`src/rtl/systolic_input_feeder.sv`:
```
// systolic_input_feeder: holds operand matrices A and B and streams them,
// diagonally skewed and zero padded, into the edges of an N x N array.
module systolic_input_feeder #(
  parameter int N      = 3,
  parameter int DATA_W = 8
) (
  input  logic                  CLK,
  input  logic                  RESET,
  input  logic                  LOAD_VALID,
  output logic                  LOAD_READY,
  input  logic                  LOAD_SEL,
  input  logic [$clog2(N)-1:0]  LOAD_IDX,
  input  logic [N*DATA_W-1:0]   LOAD_DATA,
  input  logic                  START,
  output logic [N*DATA_W-1:0]   A_EDGE,
  output logic [N*DATA_W-1:0]   B_EDGE,
  output logic                  PERFORM_NEXT_OPERATION,
  output logic                  BUSY,
  output logic                  DONE
);
  localparam int IW = $clog2(N);
  localparam int TW = $clog2(2*N);

  localparam logic [1:0] IDLE    = 2'd0;
  localparam logic [1:0] FEED    = 2'd1;
  localparam logic [1:0] FLUSH   = 2'd2;
  localparam logic [1:0] DONE_ST = 2'd3;

  localparam logic [TW-1:0] FEED_LAST  = TW'(2*N-2);
  localparam logic [TW-1:0] FLUSH_LAST = TW'(N-2);

  logic [1:0]          state_q, state_d;
  logic [TW-1:0]       t_q, t_d;
  logic [DATA_W-1:0]   a_q [N][N];
  logic [DATA_W-1:0]   a_d [N][N];
  logic [DATA_W-1:0]   b_q [N][N];
  logic [DATA_W-1:0]   b_d [N][N];
  logic [N*DATA_W-1:0] a_edge_q, a_edge_d;
  logic [N*DATA_W-1:0] b_edge_q, b_edge_d;
  logic                pno_q, pno_d;
  logic                busy_q, busy_d;
  logic                done_q, done_d;
  logic                wr_en;

  assign wr_en = LOAD_VALID && (state_q == IDLE);

  always_comb begin : next_state
    state_d = state_q;
    t_d     = t_q;
    case (state_q)
      IDLE: begin
        if (START) begin
          state_d = FEED;
          t_d     = '0;
        end
      end
      FEED: begin
        if (t_q == FEED_LAST) begin
          state_d = FLUSH;
          t_d     = '0;
        end else begin
          t_d = t_q + 1'b1;
        end
      end
      FLUSH: begin
        if (t_q == FLUSH_LAST) begin
          state_d = DONE_ST;
          t_d     = '0;
        end else begin
          t_d = t_q + 1'b1;
        end
      end
      default: state_d = IDLE;
    endcase
  end

  // Rows with an index outside 0..N-1 match no entry and are dropped.
  always_comb begin : storage
    a_d = a_q;
    b_d = b_q;
    for (int r = 0; r < N; r++) begin
      if (wr_en && LOAD_IDX == IW'(r)) begin
        for (int k = 0; k < N; k++) begin
          if (LOAD_SEL) b_d[r][k] = LOAD_DATA[k*DATA_W +: DATA_W];
          else          a_d[r][k] = LOAD_DATA[k*DATA_W +: DATA_W];
        end
      end
    end
  end

  // Outputs are decoded from next state so they leave on flops.
  always_comb begin : edges
    a_edge_d = '0;
    b_edge_d = '0;
    if (state_d == FEED) begin
      for (int i = 0; i < N; i++) begin
        for (int k = 0; k < N; k++) begin
          if (t_d == TW'(i + k)) begin
            a_edge_d[i*DATA_W +: DATA_W] = a_d[i][k];
            b_edge_d[i*DATA_W +: DATA_W] = b_d[k][i];
          end
        end
      end
    end
    pno_d  = (state_d == FEED) || (state_d == FLUSH);
    busy_d = (state_d != IDLE);
    done_d = (state_d == DONE_ST);
  end

  always_ff @(posedge CLK) begin
    if (!RESET) begin
      state_q  <= IDLE;
      t_q      <= '0;
      a_edge_q <= '0;
      b_edge_q <= '0;
      pno_q    <= 1'b0;
      busy_q   <= 1'b0;
      done_q   <= 1'b0;
      for (int r = 0; r < N; r++) begin
        for (int k = 0; k < N; k++) begin
          a_q[r][k] <= '0;
          b_q[r][k] <= '0;
        end
      end
    end else begin
      state_q  <= state_d;
      t_q      <= t_d;
      a_edge_q <= a_edge_d;
      b_edge_q <= b_edge_d;
      pno_q    <= pno_d;
      busy_q   <= busy_d;
      done_q   <= done_d;
      a_q      <= a_d;
      b_q      <= b_d;
    end
  end

  assign LOAD_READY             = (state_q == IDLE);
  assign A_EDGE                 = a_edge_q;
  assign B_EDGE                 = b_edge_q;
  assign PERFORM_NEXT_OPERATION = pno_q;
  assign BUSY                   = busy_q;
  assign DONE                   = done_q;

endmodule

```
`config.mk`:
```
export PLATFORM = sky130hd
export DESIGN_NAME = systolic_input_feeder
export DESIGN_NICKNAME = d
export VERILOG_FILES = /design/src/rtl/systolic_input_feeder.sv
export SDC_FILE = /design/constraint.sdc
export NUM_CORES = 1
export LEC_CHECK = 0
export CORE_ASPECT_RATIO = 1.2
export CORE_MARGIN = 2
export CORE_UTILIZATION = 61
export DETAILED_ROUTE_END_ITERATION = 10
export PLACE_DENSITY = 0.88
export SLEW_MARGIN = 0
export SYNTH_ARGS = -nofsm -noshare
export SYNTH_HDL_FRONTEND = slang
export SYNTH_SLANG_ARGS = --single-unit
```
`constraint.sdc`:
```
create_clock -name CLK -period 4 [get_ports CLK]
set_input_delay 0.8 -clock CLK [delete_from_list [all_inputs] [get_ports CLK]]
set_output_delay 0.8 -clock CLK [all_outputs]
set_load 0.05 [all_outputs]
```
==> flow_summary.json, run 1 <==
{
  "status": "completed",
  "r2r_end": "A_EDGE[0]",
  "path_clk_slew_ps": 70,
  "fin_ws_ps": 913.4,
  "grt_pass1_wl_mm": 34.29,
  "syn2layout_area_growth_pct": 17.21,
  "wl_per_cell_um": 21.02,
  "die_w_um": 112.1,
  "min_period_ps": 3087,
  "synth_seq_cells": 200,
  "grt_util_met1_pct": 36.07,
  "antenna_found_initial": 0,
  "grt_use_met3_pct": 5.960,
  "synth_edf_count": 0,
  "ys_seq_area_share_pct": 46.82,
  "power_frac_comb_pct": 10.6,
  "setup_viol": 0,
  "clock_latency_ps": 440,
  "worstRegToRegCells": 7,
  "drc_errors": 0,
  "die_area_sq_um": 14990,
  "dp_slack_ps": 629.7,
  "dr.pass1.iters": 5,
  "ctsHoldBuffers": 0,
  "num_rows": 47,
  "ctsLongestPathBuffers": 2,
  "post-cts-setup-buffers": 0,
  "root_buffer": "clkbuf_16",
  "worstHoldStart": "b_q[50]",
  "ir_drop_mv": 0.3363,
  "gr-usage-all-layers_pct": 29.15,
  "ys_types": 51,
  "fin_nets": 905,
  "switchingPower_mw": 1.086,
  "worstPathRequired_ps": 4270,
  "cp.arrival_ps": 3350,
  "io_buffers": 82,
  "drv_slew": 0,
  "vias": 6546,
  "first_iter_violations": 523,
  "dpl.cell_count": 1020,
  "ctsResizeCount": 0,
  "coreArea_sq_um": 13760,
  "worstMarginPinSlew_ps": 1197,
  "power_density_nw_per_um2": 431.8,
  "cp-end-kind": "flip-flop",
  "regToRegStartpoint": "t_q[0]",
  "top_usage_layer": "met2",
  "cts_tree": "done",
  "crit_fanout": 17,
  "avgSynthCellArea_sq_um": 10.54,
  "timing.fmax_mhz": 324.0,
  "drv_cap": 0,
  "internal_power_mw": 3.242,
  "setup-tns-final_ps": 0,
  "pwr-share-clk_pct": 42.1,
  "fillCellCount": 932,
  "die_y_um": 133.7,
  "fin_crit_sh_pct": 77.16,
  "syn_inst": 811,
  "final_antenna_net_count": 0,
  "crit_type": "in2reg",
  "async_flop_share_pct": 0,
  "clock_sinks": 200,
  "grt_overflow_total": 0,
  "place_congestion": 0.8917,
  "diodes": 0,
  "netlist_area_sq_um": 8552,
  "hold_depth": 2,
  "synthFlopType": "dfxtp_1",
  "ios": 83,
  "grt_max_degree": 153,
  "yosys_warnings": 0,
  "pwr-share-seq_pct": 47.3,
  "cts_buffers": 17,
  "htreeDepth": 4,
  "met2_usage_pct": 49.50,
  "start_kind": "input pin",
  "hold_slack_ps": 473.5,
  "fin_worst_skew_ps": 5.135,
  "rsz0062_at_grt": "no",
  "drive_gt1_share_pct": 16.57,
  "hold_viol": 0,
  "dpl.hpwl_mm": 14.06,
  "hold_end": "b_q[50]",
  "regToRegSetupSlack_ps": 930,
  "initial_core_util_pct": 62.15,
  "wirelength_mm": 22.11,
  "relSlewSlack_pct": 20.22,
  "hp-class": "reg2reg",
  "netSwitchingFraction_pct": 25.09,
  "finalNonFillerCells": 1052,
  "post_drt_via_cell_ratio": 6.222,
  "grt_pass1_vias": 6556,
  "finalPower_mw": 4.328,
  "syn_nets": 848,
  "power.leakage_nw": 3.839
}
==> state kept, by name (all words and copies together) (netlist names) <==
register,flops
B_EDGE,24
b_q,72
DONE,1
PERFORM_NEXT_OPERATION,1
BUSY,1
a_q,72
t_q,3
A_EDGE,24
state_q,2
==> layout by cell type (no fill, tap or decap), types with 2 or more instances in the layout <==
cell	count
a2111o_1	7
a2111oi_2	8
a21boi_0	23
a21oi_1	24
a31oi_1	18
and2_1	66
and3_1	11
buf_4	20
bufinv_16	3
clkbuf_16	17
clkbuf_8	3
clkdlybuf4s50_1	81
clkinv_2	2
dfxtp_1	200
ha_1	6
inv_1	5
inv_6	4
mux2_2	65
mux2i_1	65
nand2_1	51
nand2b_1	2
nand3_1	14
nand4_1	9
nor2_1	3
nor2b_1	68
nor2b_4	2
nor3_2	3
nor3b_1	3
nor4_1	8
o211ai_1	16
o21ai_0	8
o21ai_1	4
o22ai_1	8
o31ai_1	16
o32ai_1	16
==> per-layer routing <==
metal | vias up | share of wire, %
li1 | 3024 | -
met1 | 3178 | 40
met2 | 296 | 50
met3 | 48 | 7.4
met4 | 0 | 2.6
met5 | - | 0
==> logic make-up (layout without fill, tap and decap cells) <==
logic type	count (synthesis)	count (layout)	synth area share, %
AO/OA/AOI/OAI	157	157	14.43
adder cells (fa/ha/maj)	6	6	0.8778
buffers and inverters	69	139	4.170
flip-flops	200	200	46.82
multiplexers	130	130	16.17
AND/OR/NAND/NOR	249	249	17.54
==> final cells by class <==
type | instances | area, sq um | area share, %
Timing Repair Buffer | 102 | 965.9 | 9.637
Inverter | 5 | 18.77 | 0.1872
Clock buffer | 20 | 466.7 | 4.656
Clock inverter | 12 | 162.7 | 1.623
Sequential cell | 200 | 4004 | 39.94
Multi-Input combinational cell | 542 | 4192 | 41.82
Tap cell | 171 | 214.0 | 2.135
==> critical path, cell delays in order <==
cell and delay [ps]:
clkdlybuf4s50_1 460, nor3_2 250, nor3_2 150, a32oi_2 830
nand2b_1 640, a31oi_1 220
==> Yosys cell counts, drive strengths merged (5+ instances only) <==
master   count  area share (%)
a2111o       7            0.92
a2111oi      9             1.7
a21boi      23             2.0
a21oi       26             1.7
a31oi       18             1.3
and2        66             4.8
and3        11            0.80
buf         35             2.7
clkbuf      29             1.3
dfxtp      200              47
ha           6            0.88
inv          5            0.22
mux2        65             8.6
mux2i       65             7.6
nand2       51             2.2
nand3       16             1.1
nand4       11             1.1
nor2b       70             5.3
nor4         8            0.59
o211ai      16             1.4
o21ai       12            0.70
o22ai        8            0.59
o31ai       16             1.4
o32ai       16             1.6
==> power by group through the flow <==
stage	Clock (mW)	Sequential [mW]	Combinational, mW
6_report	1.82	2.05	0.460
5_1_grt	1.91	2.05	0.483
4_1_cts	1.83	2.05	0.450
3_5_place_dp	0	2.09	0.446
3_3_place_gp	0	2.09	0.432
2_1_floorplan	0	2.12	0.266
==> per-stage QoR <==
| stage | instance area, sq um | utilization (%) |
|---|---|---|
| 3_5_place_dp | 9394 | 68.27 |
| 6_report | 10020 | 72.84 |
| 4_1_cts | 10020 | 72.84 |
| 2_1_floorplan | 8552 | - |
| 3_3_place_gp | 9394 | 68.27 |
| 5_1_grt | 10020 | 72.84 |
==> worst max-delay path by stage <==
stage / from / to / slack, ps / depth (start not counted)
after floorplan: START / B_EDGE[14] / 1290 / 11
after global placement: START / B_EDGE[0] / 780 / 6
after detailed placement: START / A_EDGE[0] / 630 / 6
after CTS: START / A_EDGE[0] / 1030 / 6
after global routing: t_q[1] / A_EDGE[0] / 860 / 7
final: START / A_EDGE[0] / 910 / 6
Power figures use the tool's default switching activity.
==> run 2, diff against run 1 <==
--- a/config.mk
+++ b/config.mk
@@ -7,9 +7,9 @@
 export LEC_CHECK = 0
 export CORE_ASPECT_RATIO = 1.2
 export CORE_MARGIN = 2
-export CORE_UTILIZATION = 61
+export CORE_UTILIZATION = 51
 export DETAILED_ROUTE_END_ITERATION = 10
-export PLACE_DENSITY = 0.88
+export PLACE_DENSITY = 0.79
 export SLEW_MARGIN = 0
 export SYNTH_ARGS = -nofsm -noshare
 export SYNTH_HDL_FRONTEND = slang
==> constraint.sdc (replaced) <==
create_clock -name CLK -period 2.5 [get_ports CLK]
set_input_delay 0.5 -clock CLK [delete_from_list [all_inputs] [get_ports CLK]]
set_output_delay 0.5 -clock CLK [all_outputs]
set_load 0.05 [all_outputs]
==> flow_summary.json, run 2 (synthesized netlist as in run 1, its figures left out) <==
{
  "status": "completed",
  "hold_slack_ps": 467.4,
  "rsz0062_at_grt": "no",
  "finalNonFillerCells": 1143,
  "fillCellCount": 1312,
  "initial_core_util_pct": 52.35,
  "place_area_sq_um": 9961,
  "die_w_um": 122.2,
  "drv_cap": 0,
  "top_regs": "a_q (72), b_q (72)",
  "grt_overflow_total": 0,
  "fin_ws_ps": 162.6,
  "fin_crit_sh_pct": 93.50,
  "drv_slew": 0,
  "ctsHoldBuffers": 0,
  "drive_gt1_share_pct": 21.80,
  "path_clk_slew_ps": 70,
  "dr.pass1.iters": 5,
  "root_buffer": "clkbuf_16",
  "ir_drop_mv": 0.4212,
  "hold_viol": 0,
  "gr-usage-all-layers_pct": 24.86,
  "final_cell_area_sq_um": 10610,
  "num_rows": 51,
  "fin_nets": 955,
  "coreArea_sq_um": 16340,
  "finalPower_mw": 6.824,
  "place_congestion": 0.8531,
  "relSlewSlack_pct": 52.85,
  "antenna_found_initial": 0,
  "layout_commonest_cell": "dfxtp_1",
  "wirelength_mm": 22.00,
  "power_density_nw_per_um2": 643.4,
  "min_period_ps": 2337,
  "grt_max_degree": 153,
  "diodes": 0,
  "clock_sinks": 200,
  "hp-class": "reg2reg",
  "ios": 83,
  "first_iter_violations": 660,
  "wl_per_cell_um": 19.25,
  "setup_viol": 0,
  "cp-end-kind": "flip-flop",
  "power.leakage_nw": 4.130,
  "cts_tree": "done",
  "vias": 6546,
  "crit_fanout": 8,
  "syn2layout_area_growth_pct": 24.01,
  "crit_type": "reg2reg",
  "timing.fmax_mhz": 427.8,
  "dpl.cell_count": 1109,
  "die_area_sq_um": 17820,
  "htreeDepth": 4,
  "final_antenna_net_count": 0,
  "worstPathRequired_ps": 2830,
  "worstMarginPinSlew_ps": 705.7,
  "grt_pass1_wl_mm": 34.27,
  "drc_errors": 0,
  "die_y_um": 145.9,
  "clock_latency_ps": 430,
  "cp.arrival_ps": 2660,
  "io_buffers": 82,
  "dp_slack_ps": -408.8,
  "post_drt_via_cell_ratio": 5.727,
  "cts_buffers": 17,
  "grt_pass1_vias": 6363,
  "final_cell_mix": "dfxtp_1, clkdlybuf4s50_1, nor2b_1",
  "start_kind": "flip-flop",
  "fin_worst_skew_ps": 9.662,
  "dpl.hpwl_mm": 14.59,
  "ctsLongestPathBuffers": 2
}
-- run 2: power breakdown --
part / leakage, nW / internal [mW] / switching (mW)
registers: 1.62 / 3.25 / 0.0227
clock network: 0.278 / 1.48 / 1.23
logic: 2.23 / 0.353 / 0.488
-- run 2: path summary, 6_finish.rpt --
check,startpoint,to,slack [ps],cells after the start
worst max-delay path,t_q[0],B_EDGE[9],160,15
worst min register to register,b_q[49],b_q[49],470,2
worst max register to register,t_q[0],B_EDGE[9],160,15
worst min-delay path,b_q[49],b_q[49],470,2
-- run 2: layout make-up --
class                      count  area (sq um)  share of cell area, %
timing repair buffer         152          1518                  14.31
tap                          212         265.3                  2.501
clock inverter                14         148.9                  1.404
sequential                   200          4006                  37.78
multi-input combinational    542          4219                  39.78
clock buffer                  18         429.2                  4.047
inverter                       5         18.77                 0.1770
-- run 2: critical path: stages, from the launching register on --
cell and delay, ps:
dfxtp_2 350, inv_2 100, ha_4 150, nand2_2 60, buf_4 150, mux2i_1 120
nor2_1 70, a31oi_1 210, inv_1 90, ha_1 200, and2_4 150, nand4_1 80
buf_6 130, buf_12 120, a21oi_1 40, and3_1 190
-- run 2: per-stage QoR --
step	util (%)	TNS, ps
final	64.92	0
after floorplan	-	0
after global placement	60.98	-6531
after global routing	64.92	0
after CTS	64.56	0
after detailed placement	60.98	-9422
-- run 2: repair_timing --
item                                    CTS  global route
buffers inserted                          0             1
endpoints found under the setup margin   32            46
pin swaps                                 0             0
gates cloned                              0             1
resized for setup                         1            10
-- run 2: routing by layer --
layer	vias up	track usage [%]	share of wire [%]
li1	3123	-	-
met1	3160	32.52	43
met2	227	41.64	50
met3	36	4.036	4.7
met4	0	7.931	1.9
met5	-	0	0
==> run 3, diff against run 2 <==
--- a/config.mk
+++ b/config.mk
@@ -5,11 +5,13 @@
 export SDC_FILE = /design/constraint.sdc
 export NUM_CORES = 1
 export LEC_CHECK = 0
+export CAP_MARGIN = 20
 export CORE_ASPECT_RATIO = 1.2
 export CORE_MARGIN = 2
 export CORE_UTILIZATION = 51
 export DETAILED_ROUTE_END_ITERATION = 10
 export PLACE_DENSITY = 0.79
+export SETUP_SLACK_MARGIN = 0.5
 export SLEW_MARGIN = 0
 export SYNTH_ARGS = -nofsm -noshare
 export SYNTH_HDL_FRONTEND = slang
==> flow_summary.json, run 3 (synthesized netlist as in run 1, its figures left out) <==
{
  "status": "completed",
  "layout_commonest_cell": "dfxtp_1",
  "ctsHoldBuffers": 0,
  "power.leakage_nw": 4.665,
  "seq_area_sq_um": 4016,
  "final_cell_area_sq_um": 11390,
  "hold_slack_ps": 472.8,
  "min_period_ps": 2318,
  "wirelength_mm": 24.86,
  "coreArea_sq_um": 16340,
  "die_w_um": 122.2,
  "grt_pass1_vias": 6688,
  "io_buffers": 82,
  "setup_viol": 0,
  "rsz0062_at_grt": "yes",
  "num_rows": 51,
  "final_util_pct": 69.74,
  "crit_type": "reg2reg",
  "grt_overflow_total": 0,
  "finalPower_mw": 7.030,
  "timing.fmax_mhz": 431.5,
  "cts_tree": "done",
  "worstMarginPinSlew_ps": 546.5,
  "post_drt_via_cell_ratio": 5.891,
  "crit_buf_inv": 5,
  "gr-usage-all-layers_pct": 26.96,
  "crit_family": "compound AO/OA/AOI/OAI gates",
  "fin_worst_skew_ps": 8.265,
  "crit_fanout": 8,
  "syn2layout_area_growth_pct": 33.21,
  "drv_cap": 0,
  "initial_core_util_pct": 52.35,
  "place_area_sq_um": 9951,
  "power_density_nw_per_um2": 617.1,
  "die_y_um": 145.9,
  "final_antenna_net_count": 0,
  "crit_top_cell": "buf_6",
  "cts_buffers": 17,
  "relSlewSlack_pct": 63.57,
  "wl_per_cell_um": 21.10,
  "final_cell_mix": "dfxtp_1, nor2b_1, buf_4",
  "hold_viol": 0,
  "drive_gt1_share_pct": 29.81,
  "drv_slew": 0,
  "cp.arrival_ps": 2660,
  "multi_input_area_sq_um": 4588,
  "clock_sinks": 200,
  "start_kind": "flip-flop",
  "place_congestion": 0.8274,
  "vias": 6940,
  "ir_drop_mv": 0.4765,
  "ios": 83,
  "grt_pass1_wl_mm": 36.81,
  "fillCellCount": 1153,
  "ctsLongestPathBuffers": 2,
  "drc_errors": 0,
  "fin_crit_sh_pct": 92.70,
  "slowest_delay_ps": 390,
  "cp-end-kind": "flip-flop",
  "die_area_sq_um": 17820,
  "dr.pass1.iters": 5,
  "grt_max_degree": 153,
  "cp_cell_sequence": "inv_4, buf_4, ha_4, nand2b_4, buf_6, a221o_1, buf_6, nor3_4, buf_6, o211ai_1, a31oi_1",
  "clock_latency_ps": 440,
  "htreeDepth": 4,
  "hp-class": "reg2reg",
  "dpl.hpwl_mm": 14.49,
  "first_iter_violations": 538,
  "top_regs": "a_q (72), b_q (72)",
  "antenna_found_initial": 0,
  "root_buffer": "clkbuf_16",
  "diodes": 0,
  "critPathSlowestCell": "a221o_1",
  "fin_nets": 990,
  "worstPathRequired_ps": 2850,
  "path_clk_slew_ps": 70
}
-- run 3: changes by cell type in the layout (fill, tap and decap cells not counted), moves of 10 or more --
| cell | change |
|---|---|
| dlygate4sd2_1 | +51 |
| o31ai_1 | -11 |
| clkdlybuf4s50_1 | -51 |
| buf_12 | +10 |
| buf_6 | +13 |
-- run 3: worst paths after layout --
check | endpoint | start | cells after the start | slack (ps)
worst max-delay path | A_EDGE[5] | t_q[1] | 11 | 180
worst max register to register | A_EDGE[5] | t_q[1] | 11 | 180
worst min register to register | b_q[30] | b_q[30] | 2 | 470
worst min-delay path | b_q[30] | b_q[30] | 2 | 470
-- run 3: per-layer routing --
layer | share of wire, % | global-route usage, % | routed length [um]
met1 | 42 | 33.95 | 10340
met2 | 49 | 43.28 | 12090
met3 | 5.5 | 4.898 | 1369
met4 | 4.3 | 14.71 | 1061
met5 | 0 | 0 | 0
-- run 3: final cells by class --
type | instances | share of cell area [%]
Sequential cell | 200 | 35.26
Inverter | 5 | 0.2087
Tap cell | 212 | 2.328
Multi-Input combinational cell | 543 | 40.27
Clock inverter | 13 | 1.274
Timing Repair Buffer | 186 | 16.86
Clock buffer | 19 | 3.800
-- run 3: power by group --
| part | total (mW) | switching [mW] | leakage (nW) | internal, mW |
|---|---|---|---|---|
| registers | 3.27 | 0.0251 | 1.62 | 3.24 |
| clock network | 2.73 | 1.25 | 0.268 | 1.49 |
| logic | 1.03 | 0.574 | 2.78 | 0.454 |
| total | 7.03 | 1.85 | 4.67 | 5.18 |
-- run 3: worst reg2reg max path, cell delays in order (launching register included) --
cell and delay [ps]:
dfxtp_4 360, inv_4 70, buf_4 120, ha_4 150
nand2b_4 70, buf_6 130, a221o_1 390, buf_6 160
nor3_4 200, buf_6 200, o211ai_1 110, a31oi_1 270
-- run 3: timing repair --
action	in CTS	in global routing
hold endpoints to repair	0	0
buffers inserted	31	13
gates resized for setup	107	29
pin swaps	36	17
gates cloned	4	1
setup endpoints to repair	100	50
-- run 3: metrics by stage --
stage / instances / setup WS, ps / setup TNS, ps
floorplan: 811 / 284.1 / 0
global placement: 1097 / -238.7 / -5737
detailed placement: 1097 / -362.3 / -8781
CTS: 1164 / 370.7 / 0
global route: 1178 / 151.7 / 0
finish: 1178 / 182.4 / 0
